File: src/rtl/instr_fetch.sv
// Instruction fetch/decode front end: owns the PC, reads one or two words from
// synchronous memory, splits them into fields and hands them over valid/ready.
module instr_fetch #(
  parameter int unsigned DATA_WIDTH = 16,
  parameter int unsigned ADDR_WIDTH = 6,
  parameter int unsigned RESET_PC   = 8
) (
  input  logic                  clk,
  input  logic                  rst_n,
  output logic [ADDR_WIDTH-1:0] mem_addr,
  output logic                  mem_rd,
  input  logic [DATA_WIDTH-1:0] mem_data,
  input  logic                  pc_load,
  input  logic [ADDR_WIDTH-1:0] pc_in,
  output logic [ADDR_WIDTH-1:0] pc,
  output logic                  dec_valid,
  input  logic                  dec_ready,
  output logic [3:0]            oc,
  output logic                  di1,
  output logic                  di2,
  output logic                  di3,
  output logic [2:0]            a1,
  output logic [2:0]            a2,
  output logic [2:0]            a3,
  output logic                  two_word,
  output logic [DATA_WIDTH-1:0] imm,
  output logic                  halted
);

  localparam int unsigned OC_W    = 4;
  localparam logic [OC_W-1:0] OC_MOV  = 4'b0000;
  localparam logic [OC_W-1:0] OC_STOP = 4'b1111;
  localparam logic [3:0]      MOV_IMM_TAG = 4'b1000;

  typedef enum logic [2:0] {
    ST_RST  = 3'd0,
    ST_F1   = 3'd1,
    ST_W1   = 3'd2,
    ST_F2   = 3'd3,
    ST_W2   = 3'd4,
    ST_OUT  = 3'd5,
    ST_HALT = 3'd6
  } state_t;

  state_t                state;
  state_t                state_next;
  logic [ADDR_WIDTH-1:0] pc_next;
  logic                  load_word1;
  logic                  load_word2;
  logic                  word1_is_two;
  logic                  fetch_next;

  // A MOV whose low nibble carries the immediate tag is followed by a constant word
  assign word1_is_two = (mem_data[15:12] == OC_MOV) && (mem_data[3:0] == MOV_IMM_TAG);
  assign fetch_next   = (state_next == ST_F1) || (state_next == ST_F2);

  // Next-state and datapath-enable logic; a redirect overrides everything but reset
  always_comb begin
    state_next = state;
    pc_next    = pc;
    load_word1 = 1'b0;
    load_word2 = 1'b0;
    case (state)
      ST_RST:  state_next = ST_F1;
      ST_F1: begin
        pc_next    = pc + ADDR_WIDTH'(1);
        state_next = ST_W1;
      end
      ST_W1: begin
        load_word1 = 1'b1;
        state_next = word1_is_two ? ST_F2 : ST_OUT;
      end
      ST_F2: begin
        pc_next    = pc + ADDR_WIDTH'(1);
        state_next = ST_W2;
      end
      ST_W2: begin
        load_word2 = 1'b1;
        state_next = ST_OUT;
      end
      ST_OUT: begin
        if (dec_ready) state_next = (oc == OC_STOP) ? ST_HALT : ST_F1;
      end
      ST_HALT: state_next = ST_HALT;
      default: state_next = ST_RST;
    endcase
    if (pc_load && (state != ST_RST)) begin
      pc_next    = pc_in;
      state_next = ST_F1;
      load_word1 = 1'b0;
      load_word2 = 1'b0;
    end
  end

  // State, PC and state-decoded strobes, registered from the next state
  always_ff @(posedge clk or negedge rst_n) begin
    if (!rst_n) begin
      state     <= ST_RST;
      pc        <= ADDR_WIDTH'(RESET_PC);
      mem_rd    <= 1'b0;
      mem_addr  <= '0;
      dec_valid <= 1'b0;
      halted    <= 1'b0;
    end else begin
      state     <= state_next;
      pc        <= pc_next;
      mem_rd    <= fetch_next;
      mem_addr  <= fetch_next ? pc_next : '0;
      dec_valid <= (state_next == ST_OUT);
      halted    <= (state_next == ST_HALT);
    end
  end

  // Decoded instruction fields
  always_ff @(posedge clk or negedge rst_n) begin
    if (!rst_n) begin
      oc       <= '0;
      di1      <= 1'b0;
      di2      <= 1'b0;
      di3      <= 1'b0;
      a1       <= '0;
      a2       <= '0;
      a3       <= '0;
      two_word <= 1'b0;
      imm      <= '0;
    end else begin
      if (load_word1) begin
        oc       <= mem_data[15:12];
        di1      <= mem_data[11];
        a1       <= mem_data[10:8];
        di2      <= mem_data[7];
        a2       <= mem_data[6:4];
        di3      <= mem_data[3];
        a3       <= mem_data[2:0];
        two_word <= word1_is_two;
        if (!word1_is_two) imm <= '0;
      end
      if (load_word2) imm <= mem_data;
    end
  end

endmodule

File: config.mk
export PLATFORM = sky130hd
export DESIGN_NAME = instr_fetch
export DESIGN_NICKNAME = d
export VERILOG_FILES = /design/src/rtl/instr_fetch.sv
export SDC_FILE = /design/constraint.sdc
export NUM_CORES = 1
export LEC_CHECK = 0
export BUFFER_PORTS_ARGS = -buffer_cell sky130_fd_sc_hd__buf_2
export CORE_ASPECT_RATIO = 0.5
export CORE_MARGIN = 3
export CORE_UTILIZATION = 44
export DETAILED_ROUTE_END_ITERATION = 8
export PLACE_DENSITY = 0.76
export SLEW_MARGIN = 5
export SYNTH_ARGS = -nofsm -noshare
export SYNTH_HDL_FRONTEND = slang
export SYNTH_SLANG_ARGS = --single-unit
File: constraint.sdc
create_clock -name clk -period 1.5 [get_ports clk]
set_input_delay 0.225 -clock clk [delete_from_list [all_inputs] [get_ports clk]]
set_output_delay 0.225 -clock clk [all_outputs]
set_load 0.01 [all_outputs]
* Word level (Yosys, flattened, before mapping)
Cells that the tools add are included.
** Word-level totals
- Logic and storage cells :: 53
- Register bits after elaboration :: 51
- Output and inout bits :: 48
- Input bits :: 26
** Operators by class
- Muxes and demuxes :: 15
- Reductions and logical operators :: 9
- Add/subtract/negate cells :: 1
- Equality and inequality tests :: 13
** Operators by type and width (count)
- $mux W16 :: 3
- $pmux W3 S7 :: 1
- $mux W6 :: 3
- $eq A3 B3 Y1 const B :: 5
- $mux W3 :: 4
- $eq A3 B2 Y1 const B :: 3
- $eq A4 B4 Y1 const B :: 2
- $add A6 B1 Y6 const B :: 1
- $eq A3 B1 Y1 const B :: 2
- $logic_not A4 Y1 :: 1
- $mux W1 :: 4
- $logic_not A3 Y1 :: 1
- $reduce_bool A3 Y1 :: 1
- $logic_and A1 B1 Y1 :: 2
- $ne A2 B2 Y1 const B :: 1
- $reduce_and A2 Y1 :: 1
- $reduce_bool A2 Y1 :: 1
- $reduce_or A2 Y1 :: 1
- $logic_or A1 B1 Y1 :: 1

* Logic depth before layout (Yosys ltp)
Gate-level depths: netlist of run 1.
- Word-level depth :: 8
- Mapped depth :: 6
- Depth with buffers taken out :: 5

* Worst setup path after synthesis of run 1
OpenSTA, ideal clock, no wires.
- Path kind :: reg-to-reg
- Start point :: register state[0]
- End point :: register a1[0]
- Stages on the path, launching flop included :: 6
- Buffers on the path :: 3
- Setup slack :: -0.126 ns
- Setup time :: 0.125 ns
- Required time :: 1.375 ns
- Arrival time :: 1.502 ns
- Clock period less this slack :: 1.626 ns
- Cell sequence :: dfrtp_1 -> buf_4 -> nor4b_1 -> buf_4 -> buf_4 -> mux2_2
** Between the ends
- Cells in the longest elaborated chain, start to end :: 3
- Elaborated cells between the ends (all ways) :: 5
- Classes of those cells :: eq/ne (1); mux (2); reduce/logical (2)
** RTL lines
- start: declaration :: line 45 : state_t state;
- start signal: assignment :: line 105 : state <= state_next;
- $eq A3 B2 Y1 or $reduce_bool A3 Y1 (tied branches) :: line 63, 87
- $mux W1 or $logic_and A1 B1 Y1 (tied branches) :: line 63, 87
- $mux W1 * :: line 87 : if (pc_load && (state != ST_RST)) begin
- end signal: assignment :: line 130 : a1 <= mem_data[10:8];
- end: declaration :: line 22 : output logic [2:0] a1,
Every way passes the cells marked *; elsewhere a longest branch is shown, timed or not.
A chain may end at the register's enable or synchronous reset.

* Worst setup path after layout of run 1
- Start point :: register state[0]
- End point :: register mem_addr[5]
** Between the ends
- Cells in the longest elaborated chain, start to end :: 6
- Elaborated cells between the ends (all ways) :: 19
- Classes of those cells :: eq/ne (8); mux (6); reduce/logical (5)
** RTL lines
- $eq A3 B3 Y1, or another cell as far along :: line 63 : case (state)
- $pmux W3 S7 or $logic_and A1 B1 Y1 (tied branches) :: line 63, 87
- $mux W3 :: line 87
- $eq A3 B1 Y1 or $eq A3 B2 Y1 (tied branches) :: line 55 : assign fetch_next = (state_next == ST_F1) || (state_next == ST_F2);
- $logic_or A1 B1 Y1 :: line 55
- $mux W6 * :: line 108 : mem_addr <= fetch_next ? pc_next : '0;
- end signal: assignment :: line 108
- end: declaration :: line 10 : output logic [ADDR_WIDTH-1:0] mem_addr,
Marks and branches as above.

==> run metrics, run 1 <==
Clock Tree Root=clkbuf_8; Final Max Tran Viols=0; DPL Wire Length=3675 um; number of filler cells placed in the layout=343; Max-Cap Viols=0; leakage power=1.575 nW; minimum clock period after layout=1581 ps; Critical Path End Type=flip-flop; worst rel slew slack=0.8054; area occupied by multi-input gates=963.4 sq um; Simple-Gate Fraction of Synth Area=0.1009; fin util=0.7001; design area=3187 sq um; layout cell share with drive strength beyond 1=0.5891; Synth cell types=39; row cnt=17; Max IR drop VDD=0.8176 mV; final net count=301; Area Overhead vs Synth=47.74%; first-pass GRT wire length=8935 um; main combinational cell family by area after synthesis=compound AO/OA/AOI/OAI gates; violated checks=setup timing; Initial DRC Count=69; Initial Util=0.4739; placed inst area=2775 sq um; register area=1280 sq um; Total Power=5.404 mW; dpl cells=316; cts bufs inserted=5; H-tree depth=2; vias in the first global route=1824; Total Wirelength=5827 um; non-filler cells, final=341; EDFF count, synth=0; initial antenna violation count=0; post-synthesis compound-gate area fraction=0.1618; width of the die=105.0 um; Routed Antenna Nets=0; CTS clk-pin slew, worst paths=90 ps; Syn Nets=187; PortBufs=73; critical path launch point type=flip-flop; dpl ws=-270.4 ps; clk buf depth=2; synthesized area=2157 sq um; main flop type after synthesis=dfrtp_1; Die ar.=5830 sq um; GPL Wtd Cong=0.7980; most frequent cells in the layout=73 x buf_2, 48 x dfrtp_1, 29 x buf_4, 16 x mux2_4, 16 x a22o_1; FF+latch count, synth=51; Core Area=4552 sq um; Die H=55.51 um; RSZ-0062 raised after global routing=yes; crit path DAT=1760 ps; total track usage=0.1923; Pwr Density=1696 nW/um^2; I/O pin cnt=74; Synth Area in Adders=0.005800; Hold Crit Class=in -> reg; commonest non-fill, non-tap cell in the layout=buf_2; Max Clk Rate=632.5 MHz; sequential area share after synthesis=0.5922; Clk Latency, worst-skew pair=310 ps; outcome=finished with violations; worst setup margin=-80.95 ps; Setup Crit Path Kind=reg -> reg; Synth async-reset ratio=1.000; Post-Syn Instances=160; final hold violations=0; Layout Skew=10.40 ps; First-pass DRT Iterations=4; Fin Setup TNS=-1120 ps; DRC viols=0; Required @ worst endpoint=1680 ps; critical-path maximum fanout=7; Num Clock Sinks=51; hold_ws=157.2 ps; pin count of the biggest net entering global routing=52; Worst-Margin Slew=290.7 ps; drt wl/cell=17.09 um; grt total ovfl=0; Setup Viol. Count Final=30; Mapped Avg Cell Area=13.48 sq um; multiplexer share of the synthesized area=0.08817; CTS tree=built; post-synthesis xor/xnor area fraction=0.01624; vias per std cell=5.199; YS warnings=0; n_diodes=0; vias=1773; crit share post-route=1.054
[cells in the mapped netlist, drive strengths merged, types with 2 or more instances]
master,instances,share of area
a2111oi,5,0.023
a21oi,8,0.020
xor2,2,0.0081
mux2,16,0.084
a22o,16,0.065
buf,7,0.021
xnor2,2,0.0081
nand4,4,0.012
nor2,10,0.017
dfrtp,50,0.58
o21ai,3,0.0070
a31oi,2,0.016
nand3,3,0.0070
nor4b,3,0.026
inv,6,0.010
clkbuf,2,0.0035
nand2,4,0.0070
[routing by layer]
metal	vias up	GRT usage	part of all wire
met5	-	0	0
met4	0	0.05794	0.018
met3	10	0.04551	0.050
met2	57	0.3300	0.51
met1	884	0.2436	0.42
li1	822	-	-
[cell type report]
type,count,area share
clock buffers,6,0.02277
repair buffers,115,0.2364
well taps,66,0.02591
clock inverters,2,0.003926
multi-input cells,95,0.3023
inverters,6,0.007067
flip-flops and latches,51,0.4016
[registers in the layout (all words and copies together), names as in the netlist, 3 cells and up]
| name | count |
|---|---|
| a2 | 3 |
| imm | 16 |
| pc | 6 |
| oc | 4 |
| state | 3 |
| a3 | 3 |
| a1 | 3 |
| mem_addr | 6 |
[path summary, 6_finish.rpt]
kind / start / end / slack [ps] / cells after the start
max: state[0]$_DFF_PN0_ / mem_addr[5]$_DFF_PN0_ / -80 / 6
min: mem_data[10] / imm[10]$_DFFE_PN0P_ / 160 / 2
max reg2reg: state[0]$_DFF_PN0_ / mem_addr[5]$_DFF_PN0_ / -80 / 6
min reg2reg: a1[0]$_DFFE_PN0P_ / a1[0]$_DFFE_PN0P_ / 510 / 1
max in group asynchronous: rst_n / pc[3]$_DFF_PN1_ / 770 / 3
min in group asynchronous: rst_n / di1$_DFFE_PN0P_ / 440 / 3
[cell families (layout without fill, tap and decap cells)]
logic type | Yosys count | after routing
and+or+nand+nor | 31 | 31
DFF | 51 | 51
buffers and inverters | 15 | 129
xor gates and xnor gates | 4 | 4
adders and majority gates | 1 | 1
muxes | 17 | 17
AOI/OAI and AO/OA | 41 | 42
[critical path, cell delays in order (launching register included)]
cell       delay (ps)
dfrtp_2           510
buf_6             160
inv_2              40
or3_4             370
a31oi_4           180
buf_6             160
a2111oi_2          40
[power breakdown]
group | switching (mW) | internal (mW) | leakage (nW)
clock | 0.456 | 0.327 | 0.0412
sequential | 0.413 | 1.95 | 0.636
combinational | 1.03 | 1.23 | 0.898
total | 1.90 | 3.51 | 1.58
[timing repair]
item | CTS | global route
hold buffers | 1 | 0
cloned | 1 | 2
gates resized for setup | 19 | 31
setup buffers | 11 | 2
pin swaps | 5 | 4
hold endpoints to repair | 50 | 0
endpoints found under the setup margin | 43 | 43
(Power assumes the default switching activity.)
==> inputs of run 2 (changes only) <==
--- a/config.mk
+++ b/config.mk
@@ -9,6 +9,7 @@
 export CORE_ASPECT_RATIO = 0.5
 export CORE_MARGIN = 3
 export CORE_UTILIZATION = 44
+export CTS_CLUSTER_DIAMETER = 80
 export DETAILED_ROUTE_END_ITERATION = 8
 export PLACE_DENSITY = 0.76
 export SLEW_MARGIN = 5
==> constraint.sdc (replaced) <==
create_clock -name clk -period 1.5 [get_ports clk]
set_input_delay 0.3 -clock clk [delete_from_list [all_inputs] [get_ports clk]]
set_output_delay 0.3 -clock clk [all_outputs]
set_load 0.01 [all_outputs]
==> run 2 against run 1 <==
  * The run still ends with setup timing left
  * First-iteration DRC count grew 12%
  * Routed wire length rose by 2.6%
  * Sequential power is essentially flat
  * Register-to-register slack about the same
  * Global-route usage fell by 0.43 points
  * Die area did not move
  * Final cell count is 0.59% higher
  * Utilization rose by 2.9 points
  * Fmax increased by 0.91%
  * Critical path type unchanged
==> run metrics, run 2 (synthesized netlist as in run 1, its figures left out) <==
Setup Crit Path Kind=reg -> reg; Clk Latency, worst-skew pair=300 ps (about the same); Comb power frac=0.438 (+0.020); NetSw=1.957 mW (+3.1%); H-tree depth=2 (unchanged); DPL Wire Length=3580 um (-2.6%); commonest non-fill, non-tap cell in the layout=buf_2; Max IR drop VDD=0.8534 mV (+4.4%); crit share post-route=1.044 (-0.009517); critical-path maximum fanout=6 (-1); minimum clock period after layout=1567 ps (-14.28 ps); Max-Cap Viols=0 (unchanged); cts bufs inserted=5 (unchanged); n_diodes=0 (unchanged); R2R Setup Slk=-70 ps (about the same); DRC viols=0 (unchanged); Total Wirelength=5976 um (+2.6%); vias in the first global route=1875 (+2.8%); I/O pin cnt=74 (unchanged); initial antenna violation count=0 (unchanged); vias per std cell=5.143 (-1.1%); drt wl/cell=17.42 um (+2.0%); total track usage=0.1879 (-0.004344); vias=1764 (-0.51%); grt total ovfl=0 (unchanged); internal power=3.583 mW (+2.2%); row cnt=17 (unchanged); Initial Util=0.4739 (unchanged); pin count of the biggest net entering global routing=52 (unchanged); Area Overhead vs Synth=53.94%; critical path launch point type=flip-flop; Critical Path End Type=flip-flop; GR Util met2=0.3254 (-0.004558); Max Clk Rate=638.3 MHz (+0.91%); reg2reg end=mem_addr[3]$_DFF_PN0_; sw frac=0.3533 (+0.002096); Layout Skew=6.647 ps (-3.750 ps); fin util=0.7295 (+0.02941); violated checks=setup timing; M3 GR Usage=0.04084 (-0.004667); RSZ-0062 raised after global routing=yes; CTS clk-pin slew, worst paths=90 ps (about the same); Pwr Density=1668 nW/um^2 (-1.6%); crit path DAT=1750 ps (about the same); leakage power=1.611 nW (+2.2%); Routed Antenna Nets=0 (unchanged); min-delay src=mem_data[6]; number of filler cells placed in the layout=302 (-12%); design area=3321 sq um (+4.2%); Reg-to-Reg Start=state[0]$_DFF_PN0_; final net count=303 (+0.66%); dpl cells=316 (unchanged); dpl ws=-305.2 ps (-34.77 ps); Worst-Margin Slew=318.5 ps (+27.82 ps); outcome=finished with violations; final hold violations=0 (unchanged); worst hold stages=2 (unchanged); power share of the clock group=0.138 (-0.007); Required @ worst endpoint=1680 ps (about the same); Setup Viol. Count Final=39 (+30%); First-pass DRT Iterations=4 (unchanged); PortBufs=73 (unchanged); Final Max Tran Viols=0 (unchanged); Reg2Reg Depth=6 (unchanged); first-pass GRT wire length=8832 um (-1.2%); met1 usage=0.2392 (-0.004377); Initial DRC Count=77 (+12%); layout cell share with drive strength beyond 1=0.6209 (+0.03185); worst setup margin=-66.67 ps (+14.28 ps); Core Area=4552 sq um (unchanged); Die H=55.51 um (unchanged); Num Clock Sinks=51 (unchanged); width of the die=105.0 um (unchanged); sequential share of power=0.424 (-0.013); Hold Crit Class=in -> reg; register area=1281 sq um (about the same); busiest layer in global routing=met2; GPL Wtd Cong=0.7790 (-2.4%); Fin Setup TNS=-1221 ps (-100.9 ps); clk buf depth=2 (unchanged); CTS tree=built; Clock Tree Root=clkbuf_8; Die ar.=5830 sq um (unchanged); placed inst area=2775 sq um (unchanged); max FFs per register=16 (unchanged); largest registers=imm (16), mem_addr (6), pc (6); Worst Hold End=imm[6]$_DFFE_PN0P_; non-filler cells, final=343 (+0.59%); most frequent cells in the layout=73 x buf_2, 47 x dfrtp_1, 26 x buf_4, 16 x mux2_4, 16 x a22o_1; worst rel slew slack=0.7816 (-0.02380); Largest Register=imm; area occupied by multi-input gates=1042 sq um (+8.2%)
-- run 2: cell types whose count changed in the layout (fill, tap and decap cells not counted), moves of 2 or more --
cell       before  now
nor2_4          0    2
nor2_2          0    2
a2111oi_2       5    2
buf_4          29   26
nor2_1         10    6
buf_12          2    4
buf_6           7   10
a2111oi_4       0    3
-- run 2: critical path, stage by stage, from the launching register on --
cell and delay, ps:
dfrtp_2 470, buf_6 130, inv_2 30, or3_4 400, a31oi_4 190, buf_6 170
a2111oi_4 60
-- run 2: worst max-delay path by stage --
stage,start,end,slack [ps],cells after the start
floorplan,state[0]$_DFF_PN0_,a1[0]$_DFFE_PN0P_,-20,5
global placement,mem_data[12],imm[8]$_DFFE_PN0P_,-240,5
detailed placement,mem_data[12],imm[7]$_DFFE_PN0P_,-310,5
CTS,state[0]$_DFF_PN0_,imm[14]$_DFFE_PN0P_,-110,5
global route,state[0]$_DFF_PN0_,mem_addr[3]$_DFF_PN0_,-150,5
finish,state[0]$_DFF_PN0_,mem_addr[3]$_DFF_PN0_,-70,6
-- run 2: per-stage QoR --
stage               power [mW]  hold slack (ps)
finish                   5.540            235.8
detailed placement       4.271            311.6
floorplan                3.361            4.409
global placement         4.199            304.6
CTS                      5.236            228.8
global route             5.867            234.8
-- run 2: area by class of cell --
type,instances,area share
Multi-Input combinational cell,95,0.3139
Sequential cell,51,0.3858
Inverter,6,0.006782
Clock buffer,7,0.02298
Timing Repair Buffer,117,0.2442
Tap cell,66,0.02487
Clock inverter,1,0.001507
-- run 2: per-layer routing --
layer | wire length (um) | part of all wire | vias to the layer above
li1 | - | - | 821
met1 | 2624 | 0.44 | 872
met2 | 2990 | 0.50 | 63
met3 | 295 | 0.049 | 8
met4 | 65 | 0.011 | 0
met5 | 0 | 0 | -
-- run 2: repair_timing --
item,4_1_cts,5_1_grt
gates cloned,0,2
buffers inserted,9,8
hold buffers,1,0
pin swaps,8,20
endpoints found under the hold margin,50,0
setup endpoints to repair,43,43
gates resized for setup,31,41
-- run 2: power groups by stage --
| stage | combinational [mW] | clock (mW) | sequential, mW |
|---|---|---|---|
| CTS | 2.14 | 0.777 | 2.32 |
| detailed placement | 1.93 | 0 | 2.34 |
| finish | 2.43 | 0.762 | 2.35 |
| global route | 2.61 | 0.842 | 2.42 |
| floorplan | 0.805 | 0 | 2.56 |
| global placement | 1.87 | 0 | 2.33 |
